===== src/rtl/dmem_pkg.sv =====
// Shared types and default sizing for the M-stage data-memory responder.
package dmem_pkg;

   localparam int DMEM_AW     = 6;
   localparam int DMEM_WB_DEP = 4;
   localparam int DMEM_WR_LAT = 3;

   typedef enum logic {
      IDLE  = 1'b0,
      WRITE = 1'b1
   } dmem_st_t;

   typedef struct packed {
      logic [DMEM_AW-1:0] idx;
      logic [31:0]        data;
   } wb_entry_t;

   // Width of a down-counter that must hold lat-1; never narrower than one bit.
   function automatic int lat_width(input int lat);
      return (lat > 1) ? $clog2(lat) : 1;
   endfunction

endpackage


===== src/rtl/wbuf_fifo.sv =====
// Circular write-buffer FIFO. Besides push/pop it exposes every slot in age
// order (index 0 = youngest) with a valid mask, so the load path can search it.
module wbuf_fifo
   import dmem_pkg::*;
#(
   parameter int  DEP     = DMEM_WB_DEP,
   parameter type entry_t = wb_entry_t,
   localparam int PW      = $clog2(DEP)
) (
   input  logic                 clk,
   input  logic                 reset,
   input  logic                 push,
   input  entry_t               push_entry,
   input  logic                 pop,
   output logic                 full,
   output logic                 empty,
   output logic [PW:0]          count,
   output entry_t               head_entry,
   output entry_t [DEP-1:0]     age_entries,
   output logic   [DEP-1:0]     age_valid
);

   entry_t [DEP-1:0] slots;
   logic   [PW-1:0]  head;
   logic   [PW-1:0]  tail;
   logic             do_push;
   logic             do_pop;

   assign full    = (count == (PW+1)'(DEP));
   assign empty   = (count == '0);
   assign do_push = push & ~full;
   assign do_pop  = pop & ~empty;

   // Pointer and occupancy bookkeeping; pointers wrap naturally at DEP.
   always_ff @(posedge clk) begin
      // NOTE: sequential state uses non-blocking assignments so every register
      // samples pre-edge values, independent of statement order.
      if (reset) begin
         head  <= '0;
         tail  <= '0;
         count <= '0;
      end else begin
         if (do_push) tail <= tail + PW'(1);
         if (do_pop)  head <= head + PW'(1);
         case ({do_push, do_pop})
            2'b10:   count <= count + (PW+1)'(1);
            2'b01:   count <= count - (PW+1)'(1);
            default: count <= count;
         endcase
      end
   end

   // Slot storage written at the tail on an accepted push.
   always_ff @(posedge clk) begin
      // NOTE: storage is deliberately not reset; the valid mask derived from
      // count decides which slots mean anything.
      if (do_push) slots[tail] <= push_entry;
   end

   assign head_entry = slots[head];

   // Age-ordered view: slot tail-1 is the youngest, valid while i < count.
   for (genvar i = 0; i < DEP; i++) begin : g_age
      assign age_entries[i] = slots[tail - PW'(i + 1)];
      assign age_valid[i]   = ((PW+1)'(i) < count);
   end

endmodule


===== src/rtl/dmem_wbuf_responder.sv =====
// M-stage data memory: same-cycle loads with store forwarding from a posted
// write buffer, which drains into a slow word array one write per WR_LAT cycles.
module dmem_wbuf_responder
   import dmem_pkg::*;
#(
   parameter int AW     = DMEM_AW,
   parameter int WB_DEP = DMEM_WB_DEP,
   parameter int WR_LAT = DMEM_WR_LAT
) (
   input  logic        clk,
   input  logic        reset,
   input  logic        MemWriteM,
   input  logic [31:0] ALUOutM,
   input  logic [31:0] WriteDataM,
   output logic [31:0] ReadDataM,
   output logic        MemStallM,
   output logic        wb_empty
);

   localparam int PW = $clog2(WB_DEP);
   localparam int LW = lat_width(WR_LAT);

   // Same layout as wb_entry_t, sized by this instance's AW.
   typedef struct packed {
      logic [AW-1:0] idx;
      logic [31:0]   data;
   } entry_t;

   dmem_st_t                state;
   logic [LW-1:0]           lat;
   logic [31:0]             mem [2**AW];
   logic [AW-1:0]           rd_idx;
   entry_t                  push_entry;
   entry_t                  head_entry;
   entry_t [WB_DEP-1:0]     age_entries;
   logic   [WB_DEP-1:0]     age_valid;
   logic [PW:0]             fifo_count;
   logic                    fifo_full;
   logic                    fifo_empty;
   logic                    drain_done;
   logic                    unused_addr_bits;

   assign rd_idx           = ALUOutM[AW+1:2];
   assign unused_addr_bits = ^{ALUOutM[31:AW+2], ALUOutM[1:0]};
   assign push_entry       = '{idx: rd_idx, data: WriteDataM};
   assign drain_done       = (state == WRITE) && (lat == '0);
   assign MemStallM        = MemWriteM & fifo_full;
   assign wb_empty         = fifo_empty & (state == IDLE);

   wbuf_fifo #(
      .DEP     (WB_DEP),
      .entry_t (entry_t)
   ) u_fifo (
      .clk         (clk),
      .reset       (reset),
      .push        (MemWriteM),
      .push_entry  (push_entry),
      .pop         (drain_done),
      .full        (fifo_full),
      .empty       (fifo_empty),
      .count       (fifo_count),
      .head_entry  (head_entry),
      .age_entries (age_entries),
      .age_valid   (age_valid)
   );

   // Drain FSM: hold each head write for WR_LAT cycles, then retire it.
   always_ff @(posedge clk) begin
      if (reset) begin
         state <= IDLE;
         lat   <= '0;
      end else begin
         case (state)
            IDLE: begin
               if (fifo_count != '0) begin
                  state <= WRITE;
                  lat   <= LW'(WR_LAT - 1);
               end
            end
            WRITE: begin
               if (lat != '0) begin
                  lat <= lat - LW'(1);
               end else if (fifo_count != (PW+1)'(1)) begin
                  lat <= LW'(WR_LAT - 1);
               end else begin
                  state <= IDLE;
               end
            end
            default: state <= IDLE;
         endcase
      end
   end

   // Word array; a reset landing on the final latency cycle discards that write.
   always_ff @(posedge clk) begin
      if (drain_done && !reset) mem[head_entry.idx] <= head_entry.data;
   end

   // Load path: array word, overridden by matching entries from oldest to youngest.
   always_comb begin
      // NOTE: the unconditional default before the search keeps this purely
      // combinational; a missing default would infer a latch.
      ReadDataM = mem[rd_idx];
      for (int i = WB_DEP - 1; i >= 0; i--) begin
         if (age_valid[i] && (age_entries[i].idx == rd_idx)) ReadDataM = age_entries[i].data;
      end
   end

endmodule


===== config.mk =====
export PLATFORM = sky130hd
export DESIGN_NAME = dmem_wbuf_responder
export DESIGN_NICKNAME = d
export VERILOG_FILES = /design/src/rtl/dmem_pkg.sv /design/src/rtl/wbuf_fifo.sv /design/src/rtl/dmem_wbuf_responder.sv
export SDC_FILE = /design/constraint.sdc
export NUM_CORES = 2
export LEC_CHECK = 0
export CORE_MARGIN = 2
export CORE_UTILIZATION = 55
export CTS_BUF_LIST = sky130_fd_sc_hd__clkbuf_8 sky130_fd_sc_hd__clkbuf_16
export CTS_CLUSTER_SIZE = 8
export DETAILED_ROUTE_END_ITERATION = 8
export PLACE_DENSITY_LB_ADDON = 0.25
export SETUP_SLACK_MARGIN = 0.3
export SYNTH_ARGS = -nofsm -noshare
export SYNTH_HDL_FRONTEND = slang
export SYNTH_SLANG_ARGS = --single-unit

===== constraint.sdc =====
create_clock -name clk -period 4.8 [get_ports clk]
set_input_delay 0.72 -clock clk [delete_from_list [all_inputs] [get_ports clk]]
set_output_delay 0.72 -clock clk [all_outputs]
set_load 0.02 [all_outputs]

# [Word level (Yosys, flattened, before mapping)]
# Memories as Yosys holds them, arrays and structs flattened.
# Cells that the tools add are included.
[word_totals] romBits=0 latchBits=0 output_inout_bits=34 elab_cells=91 memories=1 ramBits=2048 regBits=162
[memory_table] name="mem" words=64 width=32 read_ports=1 rd_clocked_by_memory_dff=0 write_ports=1 line="dmem_wbuf_responder.sv:31" text="logic [31:0] mem [2**AW];"
[classes] magnitude_cmp=10 n_eq_ne=10 shift=0 bitwise=7 addsub=8 div=0 mux=28 reduce_logical=14 multipliers=0
[ops] op="binary-select mux 38 bit (select 2 bit)" count=5
[ops] op="2-to-1 mux 38 bit" count=6
[ops] op="bitwise mux 152 bit" count=1
[ops] op="2-to-1 mux 32 bit" count=4
[ops] op="demux 38 bit (select 2 bit)" count=1
[ops] op="== test 6 bit" count=4
[ops] op="less-than comparator 2 x 3 -> 1 bit, second input constant" count=5
[ops] op="logical AND 1 bit" count=7
[ops] op="less-than comparator 1 x 3 -> 1 bit, first input constant" count=2
[ops] op="less-than comparator 2 x 3 -> 1 bit, first input constant" count=2
[ops] op="2-to-1 mux 2 bit" count=3
[ops] op="!= test 3 x 1 -> 1 bit, second input constant" count=2
[ops] op="one-hot mux 3 bit (2 select lines)" count=1
[ops] op="2-to-1 mux 1 bit" count=5
[ops] op="adder 2 x 1 -> 2 bit, second input constant" count=2
[ops] op="AND 1 bit" count=4
[ops] op="one-hot mux 2 bit (2 select lines)" count=1
[ops] op="nonzero test 2 bit" count=2
[ops] op="subtractor 2 x 1 -> 2 bit, second input constant" count=2
[ops] op="subtractor 2 bit, second input constant" count=2
[ops] op="adder 3 x 1 -> 3 bit, second input constant" count=1
[ops] op="== test 3 bit, second input constant" count=1
[ops] op="zero test 3 bit" count=1
[ops] op="NOT 1 bit" count=3
[ops] op="10 further kinds" count=10

# [Depth between registers and ports, before layout]
[logic_depth] word_depth=8 ltp_mapped=20

# [Modules after synthesis]
# Synthesis repeated with hierarchy kept, for this count alone.
[unflattened] hier_cells=4414 hier_area_um2=89512.1
[modules_own_cells] mod="dmem_wbuf_responder" seq_area_each_um2=61559.0 n_inst=1 cells_per_inst=3972 area_per_inst_um2=79916.6
[modules_own_cells] mod="wbuf_fifo" seq_area_each_um2=4704.5 n_inst=1 cells_per_inst=442 area_per_inst_um2=9595.5

# [Worst setup path after synthesis]
# OpenSTA, ideal clock, no wires.
[synth_path] kind="register -> output" start="register u_fifo.tail[0]" end="output port ReadDataM[9]" stages_incl_launch_ff=19 arrival_ns=4.458 path_buffers=9 path_slack_ns=-0.378 required_ns=4.080 path_cell_list="dfxtp_1 -> buf_4 -> buf_6 -> buf_6 -> buf_4 -> buf_4 -> buf_2 -> buf_2 -> inv_1 -> ha_1 -> buf_2 -> mux4_2 -> xnor2_1 -> nor2_1 -> o21ai_2 -> or2_0 -> clkbuf_1 -> a311o_1 -> a311oi_1"
[synth_between] elab_chain_len=8 word_cells_on_any_way=23
[synth_rtl] element="start: declaration" line="wbuf_fifo.sv:25" text="logic [PW-1:0] tail;"
[synth_rtl] element="start signal: assignment" line="wbuf_fifo.sv:43" text="if (do_push) tail <= tail + PW'(1);"
[synth_rtl] element="subtractor 2 bit / binary-select mux 38 bit (select 2 bit) (equally long branches)" line="wbuf_fifo.sv:64" text="assign age_entries[i] = slots[tail - PW'(i + 1)];"
[synth_rtl] element="binary-select mux 38 bit (select 2 bit) / 2-to-1 mux 38 bit (equally long branches)" line="wbuf_fifo.sv:64"
[synth_rtl] element="2-to-1 mux 38 bit (implied by the code) / == test 6 bit (equally long branches)" line="wbuf_fifo.sv:64, dmem_wbuf_responder.sv:105"
[synth_rtl] element="== test 6 bit / logical AND 1 bit (equally long branches)" line="dmem_wbuf_responder.sv:105" text="if (age_valid[i] && (age_entries[i].idx == rd_idx)) ReadDataM = age_entries[i].data;"
[synth_rtl] element="logical AND 1 bit / 2-to-1 mux 32 bit (equally long branches)" line="dmem_wbuf_responder.sv:105"
[synth_rtl] element="2-to-1 mux 32 bit (2 in series)" line="dmem_wbuf_responder.sv:105"
[synth_rtl] element="2-to-1 mux 32 bit *" line="dmem_wbuf_responder.sv:105"
[synth_rtl] element="end: declaration" line="dmem_wbuf_responder.sv:15" text="output logic [31:0] ReadDataM,"
# Every way passes the cells marked *; elsewhere a longest branch is shown, timed or not. The select of a mux whose other input is x is not followed.

# [Final worst setup path]
# Ends and elaborated chain as after synthesis.

==> flow_summary.json <==
{
  "p_seq_share_pct": 48.2,
  "synth-main-ff-cell": "edfxtp_1",
  "dp_hpwl_um": 120000,
  "swShare_pct": 23.2,
  "synth_seq_cells": 2210,
  "clk_latency_ns": 0.91,
  "synth_area_sq_mm": 0.0889,
  "reg2reg_from": "u_fifo.head[0]",
  "yosys.area.top_type": "edfxtp_1",
  "cts_buffers": 326,
  "cp_max_fo": 6,
  "core_sq_mm": 0.161,
  "critical-path-max-stage-delay_ns": 0.67,
  "critPathTopFamily": "compound AO/OA/AOI/OAI gates",
  "drtIter0Drc": 5421,
  "rsz0062_at_grt": "true",
  "switchingPower_mw": 11.2,
  "peakVddDrop_mv": 0.534,
  "die_h_um": 406,
  "ys_types": 59,
  "cp_cell_sequence": "inv_4 -> ha_4 -> buf_12 -> mux4_2 -> xnor2_2 -> nand3_2 -> buf_8 -> nor2_4 -> buf_12 -> buf_12 -> a2111oi_1 -> a311oi_4 -> buf_6",
  "period_share_pct": 99.8,
  "mostFrequentLayoutCells": "edfxtp_1, mux4_2, clkbuf_16, buf_4, mux2i_1",
  "synthTopCellsByArea": "edfxtp_1, mux4_2, mux2i_1, nand2_1, nor2_1",
  "tightest_slew_ns": 1.29,
  "cts_max_level": 5,
  "critical_path.endpoint": "ReadDataM[9]",
  "dr.pass1.iters": 5,
  "startpoint": "u_fifo.tail[0]",
  "rrSetupSlack_ns": 1.18,
  "grt_max_degree": 78,
  "path_depth": 13,
  "grt_pass1_wl_um": 314000,
  "dp.cells": 6168,
  "cts_max_path_buffers": 4,
  "clk_root_buffer_cell": "clkbuf_16",
  "grtUsageTotal_pct": 26.8,
  "finalMaxSlewViolations": 0,
  "grt-ovfl-total": 0,
  "fmax_mhz": 209,
  "synth_edf_count": 2200,
  "num_io_pins": 101,
  "slowest_stage": "a2111oi_1",
  "wire_per_inst_um": 33.1,
  "drive_above_1_share_pct": 35.2,
  "drcViolationCount": 0,
  "power_mw": 48.4,
  "syn-num-nets": 4015,
  "finalSetupViolations": 0,
  "fin_crit_ns": 4.79,
  "end_kind": "output port",
  "routed_wl_um": 218000,
  "power.leakage_nw": 32.9,
  "hold_viol": 0,
  "yosys_warnings": 0,
  "status": "finished, final reports clean",
  "antenna_found_initial": 8,
  "hold_slack_ns": 0.432,
  "cts_tree": "yes",
  "pwr-share-clk_pct": 40.7,
  "cts_hold_buf": 0,
  "clk_pin_slew_worst_paths_ns": 0.05,
  "hold_class": "in2reg",
  "utilization_pct": 64.8,
  "cp-start-kind": "flip-flop",
  "start_util_pct": 55.4,
  "grt_pass1_vias": 45200,
  "critical_path_required_ns": 4.08,
  "antenna_left": 0,
  "power_density_mw_per_mm2": 465,
  "port_buffers": 74,
  "syn_inst": 3937,
  "critPathArrivalTime_ns": 4.07,
  "timing.rr.end": "mem[28][15]",
  "dieWidth_um": 406,
  "internal_power_mw": 37.2,
  "post_drt_via_cell_ratio": 6.74,
  "area_delta_synth_final_pct": 17.0,
  "synthArstFlopShare_pct": 0,
  "die_area_sq_mm": 0.165,
  "final_cells": 6594,
  "crit_buf_inv": 6,
  "maxCapViolations": 0,
  "gp_congestion": 0.864,
  "path_class": "reg2out",
  "maxSlewHeadroom_pct": 14.2,
  "num_rows": 147,
  "crit_top_cell": "buf_12",
  "via_count": 44400,
  "worst-r2r-cell-count": 5,
  "final_common_cell": "edfxtp_1",
  "synth_top_area_share_pct": 74.3,
  "seq_area_frac_synth_pct": 74.5,
  "skew_ns": 0.0391,
  "syn_area_per_cell_sq_um": 22.6,
  "combinationalPowerShare_pct": 11.2,
  "numClockSinks": 2210,
  "fin_nets": 4460
}
routing by layer:
| layer | global-route usage (%) | share of wire, % |
|---|---|---|
| met5 | 0 | 0.028 |
| met4 | 7.87 | 2.8 |
| met3 | 5.32 | 10 |
| met2 | 41.3 | 48 |
| met1 | 39.5 | 39 |
area by class of cell:
type | count | area [sq um]
Timing Repair Buffer | 353 | 3900
Tap cell | 2160 | 2700
Fill cell | 10100 | 56500
Antenna cell | 3 | 7.51
Multi-Input combinational cell | 1480 | 22500
Sequential cell | 2210 | 66300
Inverter | 11 | 51.3
Clock inverter | 40 | 170
Clock buffer | 337 | 8430
cell usage after synthesis, types with 7 or more instances:
library cell  count
edfxtp_1       2200
mux4_2          733
mux2i_1         135
nand2_1         130
nor2_1          112
clkbuf_1         99
buf_2            78
o21ai_0          44
o22ai_1          38
mux2_2           31
buf_1            30
o211ai_1         26
xnor2_1          25
a31oi_1          22
buf_4            22
a221oi_1         19
a211o_1          18
a21oi_1          17
nor3_1           17
ha_1             11
dfxtp_1          10
inv_1            10
nand3_1          10
a32oi_1           9
and2_1            8
nor2b_1           8
o31a_1            8
buf_6             7
xor2_1            7
state kept, by name (all words and copies together), names as in the netlist:
name	count
state	1
u_fifo.tail	2
u_fifo.count	3
u_fifo.head	2
mem	2048
lat	2
u_fifo.slots	152
power by group through the flow:
stage	sequential [mW]	combinational [mW]	clock, mW
after floorplan	23.5	3.28	0
after global placement	23.6	4.99	0
after detailed placement	23.7	5.17	0
after CTS	23.3	5.30	20.0
after global routing	23.3	5.80	20.8
final	23.3	5.40	19.7
kinds of logic after synthesis:
family          synth area share [%]
fa+ha+maj                      0.155
simple gates                    1.50
flops                           74.5
xor+xnor                       0.315
buf+inv                         1.30
mux                             20.5
compound gates                  1.75
worst min-delay path by stage:
stage | start | end | slack [ns] | cells past startpoint
after floorplan | lat[0] | lat[0] | 0.47 | 2
after global placement | lat[1] | lat[1] | 0.49 | 2
after detailed placement | lat[1] | lat[1] | 0.51 | 2
after CTS | ALUOutM[6] | u_fifo.slots[112] | 0.38 | 2
after global routing | ALUOutM[6] | u_fifo.slots[150] | 0.40 | 2
final | ALUOutM[6] | u_fifo.slots[112] | 0.43 | 2
metrics by stage:
step | worst slack [ns] | TNS, ns | area [sq um]
2_1_floorplan | 0.303 | 0 | 89100
3_3_place_gp | 0.0309 | 0 | 94400
4_1_cts | 0.0450 | 0 | 103000
5_1_grt | -0.0751 | -0.108 | 104000
3_5_place_dp | 0.0161 | 0 | 94400
6_report | 0.0119 | 0 | 104000
worst register-to-register path, delay by kind of cell (launching register included):
family	cells	cell delay [ns]
buffers and inverters	1	0.40
flip-flops	1	0.60
multiplexers	1	0.63
AND/OR/NAND/NOR	3	1.60
what timing repair did:
| item | in CTS | in global routing |
|---|---|---|
| setup endpoints to repair | 32 | 32 |
| cloned | 3 | 6 |
| buffers inserted | 16 | 21 |
| pin swaps | 19 | 36 |
| gates resized for setup | 165 | 84 |
Power figures use the tool's default switching activity.
